<file path="src/rtl/truth_table_sweeper.sv">
// Sweeps x through 0..2^N-1 one row per clock and records f(x) = ~(^x & &x); done 2^N+1 cycles after start.
// No backpressure: start is only taken in IDLE and is dropped otherwise. `SWEEPER_CHECK_EN adds a golden-table compare.
module truth_table_sweeper #(
   parameter int N = 2
) (
   input  logic                 clock,
   input  logic                 reset,
   input  logic                 start,
   output logic                 busy,
   output logic                 done,
   output logic [N-1:0]         x,
   output logic                 f,
   output logic [(1<<N)-1:0]    table_out,
   output logic [N:0]           ones_count
`ifdef SWEEPER_CHECK_EN
   ,
   input  logic [(1<<N)-1:0]    expected,
   output logic                 pass,
   output logic [N-1:0]         first_fail
`endif
);

   localparam logic [N-1:0] LAST_ROW = {N{1'b1}};

   typedef enum logic [1:0] {S_IDLE, S_SWEEP, S_DONE} state_t;

   state_t       state;
   logic [N-1:0] idx;

   // idx is forced back to zero outside SWEEP, so x is 0 in IDLE and DONE
   assign x = idx;
   assign f = ~((^x) & (&x));

`ifdef SWEEPER_CHECK_EN
   logic fail;
   logic mismatch;

   assign mismatch = f ^ expected[idx];

   always_ff @(posedge clock or posedge reset) begin
      if (reset) begin
         fail       <= 1'b0;
         pass       <= 1'b0;
         first_fail <= '0;
      end else begin
         case (state)
            S_IDLE: begin
               if (start) begin
                  fail       <= 1'b0;
                  pass       <= 1'b0;
                  first_fail <= '0;
               end
            end
            S_SWEEP: begin
               if (mismatch && !fail) begin
                  fail       <= 1'b1;
                  first_fail <= idx;
               end
               // the last row's own mismatch must count toward the verdict
               if (idx == LAST_ROW)
                  pass <= ~(fail | mismatch);
            end
            default: ;
         endcase
      end
   end
`endif

   always_ff @(posedge clock or posedge reset) begin
      if (reset) begin
         state      <= S_IDLE;
         idx        <= '0;
         busy       <= 1'b0;
         done       <= 1'b0;
         table_out  <= '0;
         ones_count <= '0;
      end else begin
         case (state)
            S_IDLE: begin
               if (start) begin
                  state      <= S_SWEEP;
                  busy       <= 1'b1;
                  idx        <= '0;
                  table_out  <= '0;
                  ones_count <= '0;
               end
            end
            S_SWEEP: begin
               table_out[idx] <= f;
               ones_count     <= ones_count + {{N{1'b0}}, f};
               if (idx == LAST_ROW) begin
                  state <= S_DONE;
                  busy  <= 1'b0;
                  done  <= 1'b1;
                  idx   <= '0;
               end else begin
                  idx <= idx + N'(1);
               end
            end
            S_DONE: begin
               done  <= 1'b0;
               state <= S_IDLE;
            end
            default: begin
               state <= S_IDLE;
               busy  <= 1'b0;
               done  <= 1'b0;
               idx   <= '0;
            end
         endcase
      end
   end

endmodule

</file>
<file path="config.mk">
export PLATFORM = sky130hd
export DESIGN_NAME = truth_table_sweeper
export DESIGN_NICKNAME = d
export VERILOG_FILES = /design/src/rtl/truth_table_sweeper.sv
export SDC_FILE = /design/constraint.sdc
export NUM_CORES = 1
export LEC_CHECK = 0
export BUFFER_PORTS_ARGS = -buffer_cell sky130_fd_sc_hd__buf_2
export CORE_UTILIZATION = 55
export CTS_BUF_LIST = sky130_fd_sc_hd__clkbuf_8
export CTS_CLUSTER_DIAMETER = 30
export DETAILED_ROUTE_END_ITERATION = 8
export PLACE_DENSITY = 0.8
export SYNTH_ARGS = -nofsm -noshare
export SYNTH_HDL_FRONTEND = slang
export SYNTH_SLANG_ARGS = --single-unit
</file>
<file path="constraint.sdc">
create_clock -name clock -period 2.45 [get_ports clock]
set_input_delay 0.1225 -clock clock [delete_from_list [all_inputs] [get_ports clock]]
set_output_delay 0.1225 -clock clock [all_outputs]
set_load 0.005 [all_outputs]
</file>
==> impl.org, run 1 <==
** Clock tree
- Clock-pin slew on the worst setup and hold paths :: 50 ps
- Gates resized during post-CTS repair numbered 0.
- Clock tree sinks :: 13
- Clock tree root buffer cell :: clkbuf_8
- TritonCTS built the clock tree.
- Counting the buffers created by CTS gives 3.
- Clock buffer depth :: 2
- CTS built an H-tree with a depth of 1.
- Clock latency reported for the late side of the worst-skew pair :: around 240 ps

** Place
- Port buffering added 14 buffers.
- Final weighted congestion in routability-driven placement :: 0.7561
- Detailed placement finished with a half-perimeter wire length of 932.9 um.

** Timing
- Achievable frequency :: 507.2 MHz
- On the final layout, the worst clock skew is about 1.8 ps.
- Sum of negative setup slack :: 0 ps
- Setup violations, final :: 0
- Setup repair after global routing left no endpoint under its margin.
- Dividing the final minimum period by the clock period gives about 80%.
- In this run the tightest slew margin relative to its limit is 66.20%.
- Worst-margin pin slew :: 506.5 ps
- Final-report max-slew violation count :: 0
- Final-report hold violation count :: 0
- After layout, the minimum clock period comes to 1971 ps.

** Setup path
- Slowest cell on crit path :: dfrtp_1
- The worst setup path is captured at a register.
- Highest cell delay on the worst timing path :: 480 ps
- The worst setup path is launched from a register.
- Max Fanout on Critical Path :: 8
- Worst endpoint data arrival time :: 2100 ps
- Data on the critical path is required at its endpoint by 2580 ps.
- The worst setup path is of the reg2reg kind.
- Setup slack on the worst flop-to-flop path :: 480 ps
- Traced cell by cell, the critical path runs through inv_1 > ha_1 > nand2_1 > ha_1 > ha_1 > and4bb_2 > a211o_1.
- Among the stages of the critical path, the cell type that occurs most often is ha_1.

** Min path
- The worst hold path belongs to the class in2reg.

** Status
- The flow ran to the end, and the final reports show no timing, DRC or antenna violations.

** Routing
- In the final routed layout, each cell accounts on average for about 15 um.
- Summed over all layers, the routed wires come to between 1 and 1.5 mm.
- After detailed routing, the number of remaining DRC violations is 0.
- The detailed router finished its first iteration with 6 violations.
- Count of vias placed by the detailed router :: around 530
- In this run the remaining antenna-violating nets after routing total 0.
- The pre-antenna-repair detailed-routing pass consisted of 2 iterations.
- Using the TritonRoute via totals, the vias-per-cell ratio works out to 5.813.

** Yosys
- For this run, the number of Yosys warnings is 0.
- The cell count after synthesis came out at 59.
- Netlist area before placement :: 716.9 um2
- Unique masters post-synth :: 21
- A synthesized cell averages 12.15 um2.
- Sequential cells were found to cover 45.38% of the synthesized design area.
- Summed over its instances, the top area cell type makes up 45.38% of the synthesized netlist area.
- Biggest area consumer among synthesized cells :: dfrtp_1
- In this run, synthesis produced a sequential element count of 13.
- By area the synthesized netlist is led by dfrtp_1 (45%), ha_1 (17%), and3b_1 (6.1%), a211o_1 (4.9%), a32o_1 (2.8%).
- Synthesis produced a netlist with a net count of 72.

** GRT
- The via count of the first global-routing pass came to 553.
- Antenna violations before repair :: 0
- Entering global routing, the biggest net connects 18 pins.
- Summed over all layers, the global routing overflow is 0.
- Wire length of the first global-routing pass :: 2.311 mm
- Total Routing Usage GR :: between 20% and 30%

** Floorplan
- Io pins :: 15
- Core Region :: 1156 um2
- DIE AREA :: 1452 um2
- Height of the chip :: between 30 and 40 um
- After floorplanning, the core was divided into 12 placement rows.
- For this configuration, the core starts out at a cell density of 62.01%.
- The die is approximately 38 um wide.

** Final layout
- From synthesis to final layout, the design area changed by 19.20%.
- 0 antenna diodes ended up in the layout.
- Final net count :: 91
- Cells with a size suffix above 1 make up 27.27% of the layout.

** Power
- The analysis attributes to cell leakage a power of between 0.0004 and 0.0005 uW.
- Overall power after layout :: 1098 uW
- For this design the ratio of total power to cell area is 1285 nW/um2.
- Worst vdd ir :: between 700 and 800 uV

** Job
- Across the run, the number of max-cap violations was 0.
-- critical path, delay by kind of cell, from the launching register on --
| kind | cells | cell delay (ps) |
|---|---|---|
| simple gates | 2 | 300 |
| buf+inv | 1 | 140 |
| flops | 1 | 480 |
| compound gates | 1 | 220 |
| fa+ha+maj | 3 | 710 |
-- state kept, by name, summed over array words and instances (netlist names) --
| name | count |
|---|---|
| busy | 1 |
| done | 1 |
| ones_count | 3 |
| state | 2 |
| table_out | 4 |
| x | 2 |
-- cells in the final DEF, fill, tap and decap left out, drive strengths merged, types with 2 or more instances in the layout --
cell type / instances
dfrtp: 13
a211o: 4
clkbuf: 3
nor2: 3
a32o: 2
ha: 10
a22o: 2
nand2: 2
and3b: 5
inv: 5
buf: 14
and4b: 3
a21oi: 2
-- path summary, 6_finish.rpt --
kind,start,endpoint,cells past startpoint
max in group asynchronous,reset,ones_count[0],3
worst min register to register,busy,busy,1
worst min-delay path,start,busy,3
min in group asynchronous,reset,table_out[0],3
worst max register to register,x[0],ones_count[2],7
worst max-delay path,x[0],ones_count[2],7
-- logic make-up after synthesis --
family	synth area share [%]
AND/OR/NAND/NOR	17.98
AO/OA/AOI/OAI	16.40
flip-flops	45.37
adder cells (fa/ha/maj)	17.45
buffers and inverters	2.791
-- cell type report --
| cell class | instances | area [um2] |
|---|---|---|
| clock buffer | 3 | 41.29 |
| clock inverter | 1 | 3.754 |
| fill | 77 | 301.5 |
| inverter | 4 | 15.01 |
| multi-input combinational | 41 | 371.6 |
| sequential | 13 | 325.3 |
| tap | 14 | 17.52 |
| timing repair buffer | 15 | 80.08 |
-- cells in the mapped netlist --
cell / n
and3b_1: 5
inv_1: 4
dfrtp_1: 13
nor2_1: 3
and4bb_2: 1
nand2_1: 2
and4b_1: 2
buf_2: 1
a221o_1: 1
and2_1: 1
nand2b_1: 1
a21oi_1: 2
and4b_2: 1
o21ai_0: 1
and2b_4: 1
a22o_1: 2
a32o_1: 2
o21bai_2: 1
a211o_1: 4
ha_1: 10
o2bb2ai_1: 1
-- layer usage --
| metal | track usage, % | vias up | routed length [um] |
|---|---|---|---|
| met4 | 13.39 | 0 | 23 |
| met3 | 6.395 | 3 | 48 |
| met1 | 27.86 | 262 | 608 |
| li1 | - | 251 | - |
| met5 | 0 | - | 0 |
| met2 | 38.14 | 13 | 665 |
-- power breakdown --
| group | leakage (uW) | internal (uW) | switching, uW |
|---|---|---|---|
| combinational | 0.000304 | 265 | 217 |
| sequential | 0.000163 | 314 | 116 |
| clock | 0.0000269 | 111 | 76.0 |
-- through the flow --
| step | setup slack [ps] | utilization, % | hold WS, ps | std cells | cell area [um2] |
|---|---|---|---|---|---|
| finish | 478.6 | 73.92 | 233.8 | 91 | 854.6 |
| global route | 350.4 | 73.92 | 233.7 | 91 | 854.6 |
| CTS | 476.1 | 73.92 | 231.1 | 91 | 854.6 |
| detailed placement | 491.3 | 69.16 | 173.0 | 86 | 799.5 |
| global placement | 569.0 | 69.16 | 166.3 | 86 | 799.5 |
| floorplan | 579.0 | - | -0.5412 | 59 | 716.9 |
-- what timing repair did --
item	in CTS	in global routing
buffers inserted	0	0
hold buffers	1	0
endpoints found under the hold margin	13	0
No activity file was read; power rests on OpenSTA's default activity.
==> run 2, diff against run 1 <==
--- a/config.mk
+++ b/config.mk
@@ -5,12 +5,13 @@
 export SDC_FILE = /design/constraint.sdc
 export NUM_CORES = 1
 export LEC_CHECK = 0
+export ABC_AREA = 1
 export BUFFER_PORTS_ARGS = -buffer_cell sky130_fd_sc_hd__buf_2
-export CORE_UTILIZATION = 55
+export CORE_UTILIZATION = 49
 export CTS_BUF_LIST = sky130_fd_sc_hd__clkbuf_8
 export CTS_CLUSTER_DIAMETER = 30
 export DETAILED_ROUTE_END_ITERATION = 8
-export PLACE_DENSITY = 0.8
+export PLACE_DENSITY = 0.75
 export SYNTH_ARGS = -nofsm -noshare
 export SYNTH_HDL_FRONTEND = slang
 export SYNTH_SLANG_ARGS = --single-unit
==> constraint.sdc (replaced) <==
create_clock -name clock -period 1.7 [get_ports clock]
set_input_delay 0.085 -clock clock [delete_from_list [all_inputs] [get_ports clock]]
set_output_delay 0.085 -clock clock [all_outputs]
set_load 0.005 [all_outputs]
==> run 2 against run 1 <==
Effect of this change:
- critical path depth grew 2
- area after synthesis grew 2.3%
- largest power group unchanged
- first-iteration DRC count grew 83%
- sequential share of layout area shrank 2.0 points
- critical path type unchanged
- setup slack lost 340 ps
- via count grew 7.6%
- count of clock-buffer cells in the layout is the same
- final cell count grew 27%
- fmax grew 27%
- register-to-register slack lost 340 ps
==> impl.org, run 2 <==
** Status
- The run finished with clean final reports.

** Routing
- The detailed router finished its first iteration with 11 violations.
- Post-detailed-route count of antenna-violating nets :: 0
- Count of vias placed by the detailed router :: around 570
- Average via count per standard cell :: 4.905
- Average routed wire per standard cell :: 11.66 um
- Number of iterations in the first detailed-routing pass :: 4
- Post-route DRC violation count :: 0
- The final layout contains routed wiring with a total length of 1.353 mm.

** Timing
- Setup skew after layout :: 0.8815 ps
- The final number of hold-violating endpoints came to 0.
- Hold timing on the final database bottoms out at a slack of 184.7 ps.
- Final worst-path cycle share :: 91.57%
- The clock period could shrink to 1557 ps.
- Achievable frequency :: 642.4 MHz
- Setup violations, final :: 0
- Setup repair after global routing left no endpoint under its margin.
- The final max-slew violation count came to 0.
- At the pin with the least slew margin, the transition time is 482.1 ps.
- Sum of negative setup slack :: 0 ps
- Worst slew margin relative to its limit :: 67.82%

** Min path
- The tightest min-delay check is of the in2reg type.
- Worst hold start :: start

** Setup path
- Slowest cell on crit path :: dfrtp_2
- STA classifies the critical path startpoint as a register.
- In this run the worst path has a maximum fanout of 3.
- Required arrival time at the worst endpoint :: 1840 ps
- The worst setup path is of the reg2reg kind.
- The worst register-to-register path ends at ones_count[2].
- Crit end category :: register
- In this run the critical register-to-register path is launched from x[1].
- On the worst path, the slowest cell contributes a delay of 370 ps.
- The worst register-to-register path has a depth of 9.
- CP Cell Sequence :: inv_1 > ha_1 > nand2_1 > ha_1 > ha_1 > nor2_1 > nor2_1 > nand2_1 > nand2_1
- Crit path to :: ones_count[2]
- Critical Path Source :: x[1]
- For flop-to-flop paths, the worst setup slack is 140 ps.
- Worst endpoint data arrival time :: 1690 ps

** Clock tree
- Clock tree root buffer cell :: clkbuf_8
- Num CTS Buffers :: 3
- Clock-pin slew was measured on the worst setup and hold paths at roughly 50 ps.
- Clock tree sinks :: 13
- CTS built an H-tree with a depth of 1.
- The later pin in the worst-skew pair is clocked with a latency of 240 ps.
- Clock buffer depth :: 2
- TritonCTS built the clock tree.

** Yosys
- The synthesized design spends more area on one cell type than any other, namely dfrtp_1.
- The cell area that synthesis handed to floorplanning was 733.2 um2.
- During synthesis, Yosys emitted a total of 0 warnings.
- List of most frequent post-synthesis cells :: nand2_1 (19), dfrtp_1 (13), nand3_1 (11)
- The number of nets handed over by synthesis was 91.
- Most frequent cell after synthesis :: nand2_1
- After synthesis the netlist holds a flip-flop and latch count of 13.
- FFs w/ async S/R, synth :: 100.0%
- Among all flip-flop cells after synthesis, the most frequent one is dfrtp_1.
- The top cell type by area accounts for 44.37% of the synthesized area.
- After synthesis, the mean cell area works out to 9.400 um2.
- The synthesized design contains 0 enable-type register cells.
- Ranked by total cell area, the synthesized netlist is headed by dfrtp_1 (44%), ha_1 (17%), nand2_1 (9.7%), nand3_1 (7.5%), nand3_2 (5.5%).
- Synthesis instantiated 15 different standard cells from the library.
- Share of the yosys chip area belonging to registers :: 44.37%
- Synthesis produced a netlist whose cell count is 78.

** Power
- Sequential cells burn around a third of the power.
- Combinational Power Share :: 50.2%
- Across the VDD grid, the largest voltage drop is 1275 uV.
- The design draws 1654 uW.
- Per report_power, the clock group accounts for 16.3% of the total.
- Switching fraction of total power :: 40.91%
- Pleak :: 0.0005151 uW
- Total net switching power :: approximately 680 uW
- Internal power comes to 977.3 uW.
- Total power per unit cell area :: 1828 nW/um2

** Job
- The tool flagged a number of max-cap violations equal to 0.

** Final layout
- Post-route design area :: 904.6 um2
- Max reg flops :: 4
- Area added between synthesis and finish :: 23.38%
- The multi-input combinational cells in the finished layout cover a total of 360.3 um2.
- Inserted Diodes :: 0
- Register with the most flip-flops :: table_out
- Leaving out fill and tap cells, the most frequent cells in the layout are nand2_1 (19), buf_2 (14), dfrtp_1 (12), nand3_1 (11), ha_1 (10).
- Of the cells placed in the final design, the portion with a size suffix greater than 1 is between 30 and 40%.
- Final core utilization :: 67.01%
- At the end of the flow, the number of nets in the layout was 115.
- Seq. cell area :: roughly 330 um2
- Biggest regs :: table_out (4), ones_count (3)
- The layout has 111 filler cells.
- The library cell used most frequently in the layout, excluding fill and tap cells, is nand2_1.

** GRT
- Wire length of the first global-routing pass :: 2.021 mm
- In the global route stage, overall resource usage came out at 19.59%.
- Antenna violations before repair :: 0
- The via count of the first global-routing pass is 492.
- Remaining global-route overflow :: 0
- Pin count of the biggest net entering global routing :: 14

** Place
- Summed over all nets, the half-perimeter wirelength after detailed placement is 1.025 mm.
- Port Buffers :: 14
- Final weighted congestion in routability-driven placement :: about 0.74
- Placed cell areas :: 840.8 um2

** Floorplan
- Io pins :: 15
- Measured along the x axis, the die boundary spans 40.68 um.
- The die covers 1655 um2.
- For this configuration, the core starts out at a cell density of 54.31%.
- The die is 40.68 um tall.
- In this run the standard cell core region covers 1350 um2.
- Placement row count :: 13
run 2: worst max-delay path, delay by kind of cell (launching register included):
| family | cells | cell delay, ps |
|---|---|---|
| adder cells (fa/ha/maj) | 3 | 690 |
| buffers and inverters | 1 | 60 |
| flip-flops | 1 | 370 |
| AND/OR/NAND/NOR | 5 | 330 |
run 2: power by group through the flow:
stage	logic (uW)	registers [uW]	clock network, uW
final	830	554	270
after detailed placement	811	567	0
after global placement	788	558	0
after floorplan	552	558	0
after global routing	941	581	292
after CTS	817	562	272
run 2: area by class of cell:
type | count | area share [%]
clock buffers | 3 | 4.564
clock inverters | 1 | 0.4149
flip-flops and latches | 13 | 36.10
inverters | 9 | 4.011
multi-input cells | 55 | 39.83
well taps | 15 | 2.075
repair buffers | 20 | 13.00
run 2: per-stage QoR:
step           setup WS [ps]  std cells
3_3_place_gp           146.8        110
4_1_cts                43.04        115
6_report               143.4        116
5_1_grt                29.06        116
2_1_floorplan          28.22         78
3_5_place_dp           58.72        110
run 2: worst min-delay path by stage:
stage | cells past startpoint | to
after floorplan | 1 | busy
after global placement | 2 | ones_count[2]
after detailed placement | 2 | table_out[3]
after CTS | 3 | state[0]
after global routing | 3 | state[0]
final | 3 | state[0]
run 2: cell families after synthesis:
family / share of synthesized area [%]
flops: 44.37
buf+inv: 6.485
fa+ha+maj: 17.06
simple gates: 28.33
compound gates: 3.755
run 2: metal layers:
metal | up-vias | part of all wire (%) | global-route usage (%)
met2 | 11 | 45 | 28.57
met3 | 4 | 4.2 | 6.522
met1 | 262 | 49 | 24.57
met4 | 0 | 1.6 | 12.50
met5 | - | 0 | 0
li1 | 292 | - | -
run 2: timing repair:
item                       CTS  global route
setup buffers                0             1
hold buffers                 1             0
gates resized for setup      0             1
setup endpoints to repair    0             1
hold endpoints to repair    13             0
==> run 3, diff against run 2 <==
--- a/config.mk
+++ b/config.mk
@@ -11,7 +11,8 @@
 export CTS_BUF_LIST = sky130_fd_sc_hd__clkbuf_8
 export CTS_CLUSTER_DIAMETER = 30
 export DETAILED_ROUTE_END_ITERATION = 8
-export PLACE_DENSITY = 0.75
+export PLACE_DENSITY = 0.72
+export SLEW_MARGIN = 20
 export SYNTH_ARGS = -nofsm -noshare
 export SYNTH_HDL_FRONTEND = slang
 export SYNTH_SLANG_ARGS = --single-unit
==> run 3 against run 2 <==
Effect of this change:
- flip-flop and latch count stayed put
- clock power is 3% lower
- largest power group unchanged
- die area unchanged
- combinational power hardly changed
==> impl.org, run 3 (synthesis gave the netlist of run 2 again) <==
** Setup path
- Data on the critical path is required at its endpoint by approximately 1800 ps.
- Reg2Reg Launch Point :: x[1]
- The critical path is of the reg2reg type.
- Critical Path Source :: x[1]
- Worst endpoint data arrival time :: 1660 ps
- Of all nets on the critical path, the largest fanout is 2.
- The worst setup path is captured at a register.
- Critical Path Source Type :: register

** Routing
- The detail route stage leaves a number of antenna-violating nets equal to 0.
- Post-route DRC violation count :: 0
- The first detailed-routing pass ran for 4 iterations.
- After detailed routing, the number of vias per cell comes to 5.052.
- Post-detailed-routing wire length :: approximately 1.3 mm
- Average routed wire per standard cell :: 11.38 um
- Initial drt markers :: 12
- Count of vias placed by the detailed router :: approximately 590

** Clock tree
- Post-cts sizing count :: 0
- Num CTS Buffers :: 3
- CTS built an H-tree with a depth of 1.
- Clock tree from TritonCTS :: done
- Clock buffer depth :: 2
- Clock tree root buffer cell :: clkbuf_8
- Clock-pin slew was measured on the worst setup and hold paths at 50 ps.
- The clock net in this run drives a total of 13 sinks.
- The clock reaches the later pin of the worst-skew pair after approximately 240 ps.
- Post-CTS timing repair inserted 0 buffers for setup.

** Final layout
- Area added between synthesis and finish :: 23.21%
- Post-route design area :: between 900 and 1000 um2
- Leaving out fill and tap cells, the most frequent cells in the layout are nand2_1 (19), buf_2 (14), dfrtp_1 (13), nand3_1 (11), ha_1 (10).
- The register with the most flip-flops in the layout has 4 of them.
- The multi-input combinational cells in the finished layout cover a total of between 300 and 400 um2.
- After filler insertion, the fill cell instance count of the layout stands at around 130.
- Biggest regs :: table_out (4), ones_count (3)
- In the final layout, flip-flops and latches occupy approximately 330 um2.
- Counting flops per register, the top entry is table_out.
- Cells with a size suffix above 1 make up roughly a third of the layout.
- Inserted Diodes :: 0
- At the end of the flow, the number of nets in the layout was 115.
- Most common library cell in the layout ignoring fill and taps :: nand2_1

** Floorplan
- Placement row count :: 13
- Once the floorplan was initialized, standard cells occupied 54.31% of the core.
- The region available for standard cell placement spans 1350 um2.
- DIE AREA :: 1655 um2
- Height of the chip :: ~40 um
- The die is 40.68 um wide.
- Io pins :: 15

** Timing
- Final-report hold violation count :: 0
- Final-report max-slew violation count :: 0
- The worst path needs 1526 ps of the cycle, external delays included.
- For this run, the top clock speed supported by timing is 655.5 MHz.
- The worst pin sits at a relative slew slack of 68.08%.
- Setup skew after layout :: 1.978 ps
- Dividing the final minimum period by the clock period gives around 90%.
- After routing, the total negative slack on setup checks comes to 0 ps.
- Unrepaired setup endpoints after global routing :: no
- Setup violations, final :: 0
- At the pin with the least slew margin, the transition time is 478.2 ps.

** GRT
- Wire length of the first global-routing pass :: 2.070 mm
- Via count of the first global-routing pass :: around 500
- The initial antenna violation count was 0.
- Remaining global-route overflow :: 0
- In the global route stage, overall resource usage came out at 19.79%.
- Entering global routing, the biggest net connects 14 pins.

** Power
- The worst-case IR drop observed on VDD is 879.2 uV.
- For this design the static power due to leakage is 0.0005164 uW.
- Total power per unit cell area :: 1818 nW/um2

** Job
- MaxCap Viol Count :: 0

** Place
- The HPWL after detailed placement is around 990 um.
- Summing all placed instances gives a cell area of 848.3 um2.
- Final weighted congestion in routability-driven placement :: between 0.7 and 0.8
- Buffers placed on the I/O ports in this run total 14.

** Status
- The run finished with clean final reports.

** Min path
- Class of the tightest hold or removal check :: in2reg
- Worst hold start :: start
## run 3: cell counts in the layout (fill, tap and decap cells not counted)
Identical to the previous run, type by type.
## run 3: layout make-up
cell class	instances	share of cell area (%)
Inverter	9	4.017
Multi-Input combinational cell	55	39.89
Sequential cell	13	36.01
Tap cell	15	2.078
Clock inverter	1	0.4155
Timing Repair Buffer	20	13.02
Clock buffer	3	4.571
## run 3: final timing paths
kind,end,slack [ps],depth (start not counted)
worst min-delay path,state[0],180,3
max in group asynchronous,busy,970,3
worst min register to register,done,490,2
worst max register to register,ones_count[2],170,9
min in group asynchronous,ones_count[2],410,3
worst max-delay path,ones_count[2],170,9
## run 3: what timing repair did
action | CTS | global route
hold endpoints to repair | 13 | 0
hold buffers | 1 | 0
setup endpoints to repair | 0 | 0
## run 3: where the power goes
group / internal [uW] / total (uW) / switching, uW
clock: 159 / 263 / 104
sequential: 447 / 553 / 105
combinational: 366 / 827 / 461
## run 3: per-stage QoR
step / worst slack, ps / std cells / util, % / hold slack, ps / total power, uW
6_report: 174.4 / 116 / 66.91 / 175.1 / 1643
5_1_grt: 61.03 / 116 / 66.91 / 195.8 / 1820
4_1_cts: 177.5 / 116 / 66.91 / 168.9 / 1661
3_5_place_dp: 193.6 / 111 / 62.84 / 128.2 / 1388
3_3_place_gp: 238.1 / 111 / 62.84 / 131.1 / 1359
2_1_floorplan: 28.22 / 78 / - / -38.04 / 1110
## run 3: critical path: stages, from the launching register on
cell	delay [ps]
dfrtp_1	350
inv_1	60
ha_1	280
nand2_1	80
ha_1	200
ha_1	190
nor2_1	110
nor2_1	60
nand2_1	50
nand2_1	40
## run 3: metal layers
| layer | GRT usage (%) | wire length, um |
|---|---|---|
| met1 | 24.15 | 641 |
| met2 | 32.14 | 630 |
| met3 | 4.891 | 40 |
| met4 | 10.00 | 8 |
| met5 | 0 | 0 |
